==> config.mk <==
export PLATFORM = sky130hd
export DESIGN_NAME = exp3_input_sequencer
export DESIGN_NICKNAME = d
export VERILOG_FILES = /design/src/rtl/exp3_input_sequencer.sv
export SDC_FILE = /design/constraint.sdc
export NUM_CORES = 1
export LEC_CHECK = 0
export ABC_AREA = 1
export CAP_MARGIN = 20
export CORE_UTILIZATION = 25
export DETAILED_ROUTE_END_ITERATION = 8
export PLACE_DENSITY = 0.53
export SYNTH_ARGS = -nofsm -noshare
export SYNTH_HDL_FRONTEND = slang
export SYNTH_SLANG_ARGS = --single-unit
export TNS_END_PERCENT = 50
==> constraint.sdc <==
create_clock -name clk -period 1.61 [get_ports clk]
set_clock_uncertainty 0.05 [all_clocks]
set_input_delay 0.322 -clock clk [delete_from_list [all_inputs] [get_ports clk]]
set_output_delay 0.322 -clock clk [all_outputs]
set_load 0.01 [all_outputs]
==> src/rtl/exp3_input_sequencer.sv <==
// exp3_input_sequencer
//   Stimulus sequencer for the Experiment-3 4-in/4-out logic function.
//   Sweeps {a,b,c,d} from FIRST_CODE to LAST_CODE, holding each code for
//   DWELL_CYCLES unpaused cycles. After SETTLE_CYCLES it captures {f3,f2,f1,f0}
//   once per code and reports {code,result} with a one-cycle valid strobe.
//
// Ports
//   clk            in   rising-edge system clock
//   rst            in   asynchronous active-high reset
//   start          in   begin a sweep (honoured in IDLE or DONE only)
//   pause          in   freezes the dwell counter in SETTLE/HOLD
//   a,b,c,d        out  stimulus code, a is the MSB
//   f3,f2,f1,f0    in   response of the function under test, f3 is the MSB
//   sample_valid   out  one-cycle pulse, sample_code/sample_result valid
//   sample_code    out  code that was applied when the response was captured
//   sample_result  out  captured {f3,f2,f1,f0}
//   busy           out  high in SETTLE, SAMPLE and HOLD
//   done           out  high in DONE until start or rst
module exp3_input_sequencer #(
  parameter int DWELL_CYCLES  = 50,
  parameter int SETTLE_CYCLES = 25,
  parameter int FIRST_CODE    = 1,
  parameter int LAST_CODE     = 15
) (
  input  logic       clk,
  input  logic       rst,
  input  logic       start,
  input  logic       pause,
  output logic       a,
  output logic       b,
  output logic       c,
  output logic       d,
  input  logic       f3,
  input  logic       f2,
  input  logic       f1,
  input  logic       f0,
  output logic       sample_valid,
  output logic [3:0] sample_code,
  output logic [3:0] sample_result,
  output logic       busy,
  output logic       done
);

  localparam int CNT_W = $clog2(DWELL_CYCLES + 1);

  // The sample cycle itself is one of the dwell cycles, so HOLD is
  // DWELL - SETTLE - 1 cycles long and its terminal count is one less.
  localparam logic [CNT_W-1:0] SETTLE_LAST = CNT_W'(SETTLE_CYCLES - 1);
  localparam logic [CNT_W-1:0] HOLD_LAST   = CNT_W'(DWELL_CYCLES - SETTLE_CYCLES - 2);
  localparam logic [3:0]       FIRST       = 4'(FIRST_CODE);
  localparam logic [3:0]       LAST        = 4'(LAST_CODE);

  if (SETTLE_CYCLES < 1) begin : g_bad_settle
    $error("exp3_input_sequencer: SETTLE_CYCLES must be >= 1");
  end
  if (DWELL_CYCLES < SETTLE_CYCLES + 2) begin : g_bad_dwell
    $error("exp3_input_sequencer: DWELL_CYCLES must be >= SETTLE_CYCLES+2");
  end
  if (FIRST_CODE < 0 || LAST_CODE > 15 || FIRST_CODE > LAST_CODE) begin : g_bad_codes
    $error("exp3_input_sequencer: need 0 <= FIRST_CODE <= LAST_CODE <= 15");
  end

  typedef enum logic [2:0] {
    IDLE,
    SETTLE,
    SAMPLE,
    HOLD,
    DONE
  } state_t;

  state_t           state;
  state_t           state_next;
  logic [CNT_W-1:0] cnt;
  logic [CNT_W-1:0] cnt_next;
  logic [3:0]       code;
  logic [3:0]       code_next;
  logic             capture;

  // Next-state logic. The code register doubles as the stimulus output, so it
  // is zero only in IDLE (reached solely through reset) and keeps LAST_CODE
  // in DONE. The SAMPLE cycle is unconditional so pause cannot stretch it.
  always_comb begin
    state_next = state;
    cnt_next   = cnt;
    code_next  = code;
    capture    = 1'b0;
    case (state)
      IDLE: begin
        if (start) begin
          state_next = SETTLE;
          code_next  = FIRST;
          cnt_next   = '0;
        end
      end
      SETTLE: begin
        if (!pause) begin
          cnt_next = cnt + CNT_W'(1);
          if (cnt == SETTLE_LAST) begin
            state_next = SAMPLE;
          end
        end
      end
      SAMPLE: begin
        capture    = 1'b1;
        state_next = HOLD;
        cnt_next   = '0;
      end
      HOLD: begin
        if (!pause) begin
          if (cnt == HOLD_LAST) begin
            if (code == LAST) begin
              state_next = DONE;
            end else begin
              state_next = SETTLE;
              code_next  = code + 4'd1;
              cnt_next   = '0;
            end
          end else begin
            cnt_next = cnt + CNT_W'(1);
          end
        end
      end
      DONE: begin
        if (start) begin
          state_next = SETTLE;
          code_next  = FIRST;
          cnt_next   = '0;
        end
      end
      default: begin
        state_next = IDLE;
        code_next  = '0;
        cnt_next   = '0;
      end
    endcase
  end

  // State, counter and capture registers. The valid strobe is the registered
  // SAMPLE indication, so it appears in the cycle after the capture edge and
  // a reset during the sweep can never leave a half-issued pulse.
  always_ff @(posedge clk or posedge rst) begin
    if (rst) begin
      state         <= IDLE;
      cnt           <= '0;
      code          <= '0;
      sample_valid  <= 1'b0;
      sample_code   <= '0;
      sample_result <= '0;
    end else begin
      state        <= state_next;
      cnt          <= cnt_next;
      code         <= code_next;
      sample_valid <= capture;
      if (capture) begin
        sample_code   <= code;
        sample_result <= {f3, f2, f1, f0};
      end
    end
  end

  assign {a, b, c, d} = code;
  assign busy         = (state == SETTLE) || (state == SAMPLE) || (state == HOLD);
  assign done         = (state == DONE);

endmodule

==> reports/metrics.cfg <==
[timing]
fmax_mhz = 651
max_slew_margin = 0.808
setup_viol = 0
tightest_slew_ps = 288
timing.final.hold_violations = 0
fin_crit_sh = 0.954
slew_violations = 0
finalSetupTns_ps = 0
fin_crit_ps = 1540
fin_ws_ps = 73.5

[floorplanning]
dieWidth_um = 73.7
core_area_um2 = 4850
start_util = 0.265
dieArea_um2 = 5440
rows = 25
die_h_um = 73.7
io_pins = 23

[synth]
synth_area_leader_cell = dfrtp_1
avgSynthCellArea_um2 = 7.43
synth-main-ff-cell = dfrtp_1
synth.net_count = 184
synth_area_um2 = 1290
yosysSeqAreaShare = 0.428
yosys.area.top_type_share = 0.428
synth_common_cells = nand2_1 (68), dfrtp_1 (22), inv_1 (17)
post-synth-top-count-cell = nand2_1
postSynthCellCount = 173
async_flop_share = 1.00
ys_warn_count = 0
synth-edff-count = 0
synth_cell_types = 21
yosys-top-cells-area = dfrtp_1 (43%), nand2_1 (20%), nand3_1 (5.8%), inv_1 (5.0%), nor2_1 (3.5%)
synth-seq-cells = 22

[worst_hold_path]
hold_class = input pin to asynchronous set/reset pin

[critical_path]
crit_chain = clkdlybuf4s50_1
crit_family = buffers and inverters
cp.depth = 1
critical_path_class = flip-flop to output port
slowest_delay_ps = 550
critPathBufInv = 1
worstSetupEndpointType = output port
crit_slowest_cell = clkdlybuf4s50_1
reg2reg_depth = 10
r2r_slack_ps = 120
crit_arrival_ps = 1160
r2r_start = cnt[0]$_DFFE_PP0P_
worstPathMaxFanout = 2
start_kind = flip-flop
cp_data_required_time_ps = 1240
regToRegEndpoint = cnt[2]$_DFFE_PP0P_

[grt]
grt_pass1_vias = 1018
grt_pass1_wl_mm = 4.66
grt_max_degree = 23
antenna_found_initial = 0
grt-ovfl-total = 0
track_usage = 0.109

[cts]
cts_buffers = 3
cts.sinks = 22
cts-hold-fix-buffers = 0
cts_buffer_depth = 2
htreeDepth = 1
cts_tree = done
root_buffer = clkbuf_8
clk_latency_ps = 260
clk_pin_slew_ps = 80

[power]
power_density_nw_per_um2 = 1530
p_leak_nw = 0.892
peakVddDrop_mv = 0.487
finalPower_mw = 2.65

[placement]
port_buffers = 22
routabilityCongestion = 0.802
dp_hpwl_mm = 2.12
dpl_worst_slack_ps = 54.4

[run]
max_cap_violations = 0

[routing]
first_iter_violations = 80
wire_per_inst_um = 9.84
ant_nets = 0
drc = 0
vias_per_cell = 3.97
vias = 1091
drt_first_pass_iters = 4
postRouteWirelength_mm = 2.71

[finish]
nNetsFinal = 220
n_fill_cell = 509
n_antenna_cell = 0
final_util = 0.356
area_delta_synth_final_pct = 34.3
drive_gt1_frac = 0.216

[status]
outcome = complete, no violations

## worst min-delay path, delay by kind of cell
kind,cells,cell delay [ps]
buffers and inverters,3,740
## final cells by class
type / instances / area, um2 / share of cell area
Clock buffer: 3 / 41.3 / 0.0239
Inverter: 26 / 105 / 0.0608
Tap cell: 67 / 83.8 / 0.0485
Multi-Input combinational cell: 124 / 631 / 0.365
Timing Repair Buffer: 32 / 285 / 0.165
Clock inverter: 1 / 30.0 / 0.0174
Sequential cell: 22 / 552 / 0.319
## metal layers
metal	vias to the layer above	share of wire	global-route usage
li1	594	-	-
met1	484	0.53	0.158
met2	11	0.43	0.165
met3	2	0.021	0.0151
met4	0	0.0096	0.0385
met5	-	0	0
## cells by family (layout without fill, tap and decap cells)
| kind of cell | Yosys count | after routing | synth area share |
|---|---|---|---|
| xor+xnor | 3 | 3 | 0.0204 |
| compound gates | 5 | 5 | 0.0253 |
| fa+ha+maj | 3 | 3 | 0.0292 |
| flops | 22 | 22 | 0.428 |
| buf+inv | 27 | 62 | 0.0856 |
| simple gates | 113 | 113 | 0.411 |
## cells in the final DEF, fill, tap and decap left out
cell type / n
o21ai_0: 2
clkdlybuf4s50_1: 16
inv_1: 17
nand2_1: 68
and3_1: 1
dfrtp_2: 1
xor2_1: 1
nand2_2: 7
clkbuf_8: 3
bufinv_16: 1
o21ai_2: 2
ha_2: 1
nand2_4: 3
nand3_1: 15
xnor2_1: 2
ha_1: 2
nand4_1: 1
nor2_4: 3
a21oi_1: 1
inv_2: 6
dfrtp_1: 21
clkbuf_2: 1
nor2_1: 11
buf_4: 10
nand3_4: 1
nor2_2: 3
inv_4: 3
clkdlybuf4s15_1: 1
dlygate4sd2_1: 4
## how the worst max path moves through the flow
stage               slack [ps]                  startpoint              endpoint
finish                      70  sample_code[0]$_DFFE_PP0P_        sample_code[0]
floorplan                  180         code[0]$_DFFE_PP0P_    cnt[2]$_DFFE_PP0P_
detailed placement          50        state[0]$_DFFE_PP0P_                  done
global route                -1          cnt[0]$_DFFE_PP0P_  state[2]$_DFFE_PP0P_
CTS                         30        state[0]$_DFFE_PP0P_                  busy
global placement            80        state[0]$_DFFE_PP0P_                  done
## report_power, final
group | switching [mW] | internal [mW]
registers | 0.130 | 0.718
logic | 0.737 | 0.546
clock network | 0.184 | 0.332
## registers in the layout, indices dropped and copies added, names as in the netlist
name           cells
cnt                6
code               4
sample_code        4
sample_result      4
sample_valid       1
state              3
## repair_timing
| item | 4_1_cts | 5_1_grt |
|---|---|---|
| endpoints found under the setup margin | 6 | 12 |
| gates cloned | 0 | 0 |
| pin swaps | 0 | 1 |
| buffers inserted | 0 | 1 |
| hold endpoints to repair | 0 | 0 |
| resized for setup | 8 | 4 |
## per-stage QoR
step	instance area, um2	hold slack [ps]	instances
detailed placement	1650	419	270
floorplan	1290	261	173
CTS	1720	363	274
global placement	1650	413	270
global route	1730	387	275
finish	1730	351	275
Note: power is estimated with default switching activity, not from simulation.
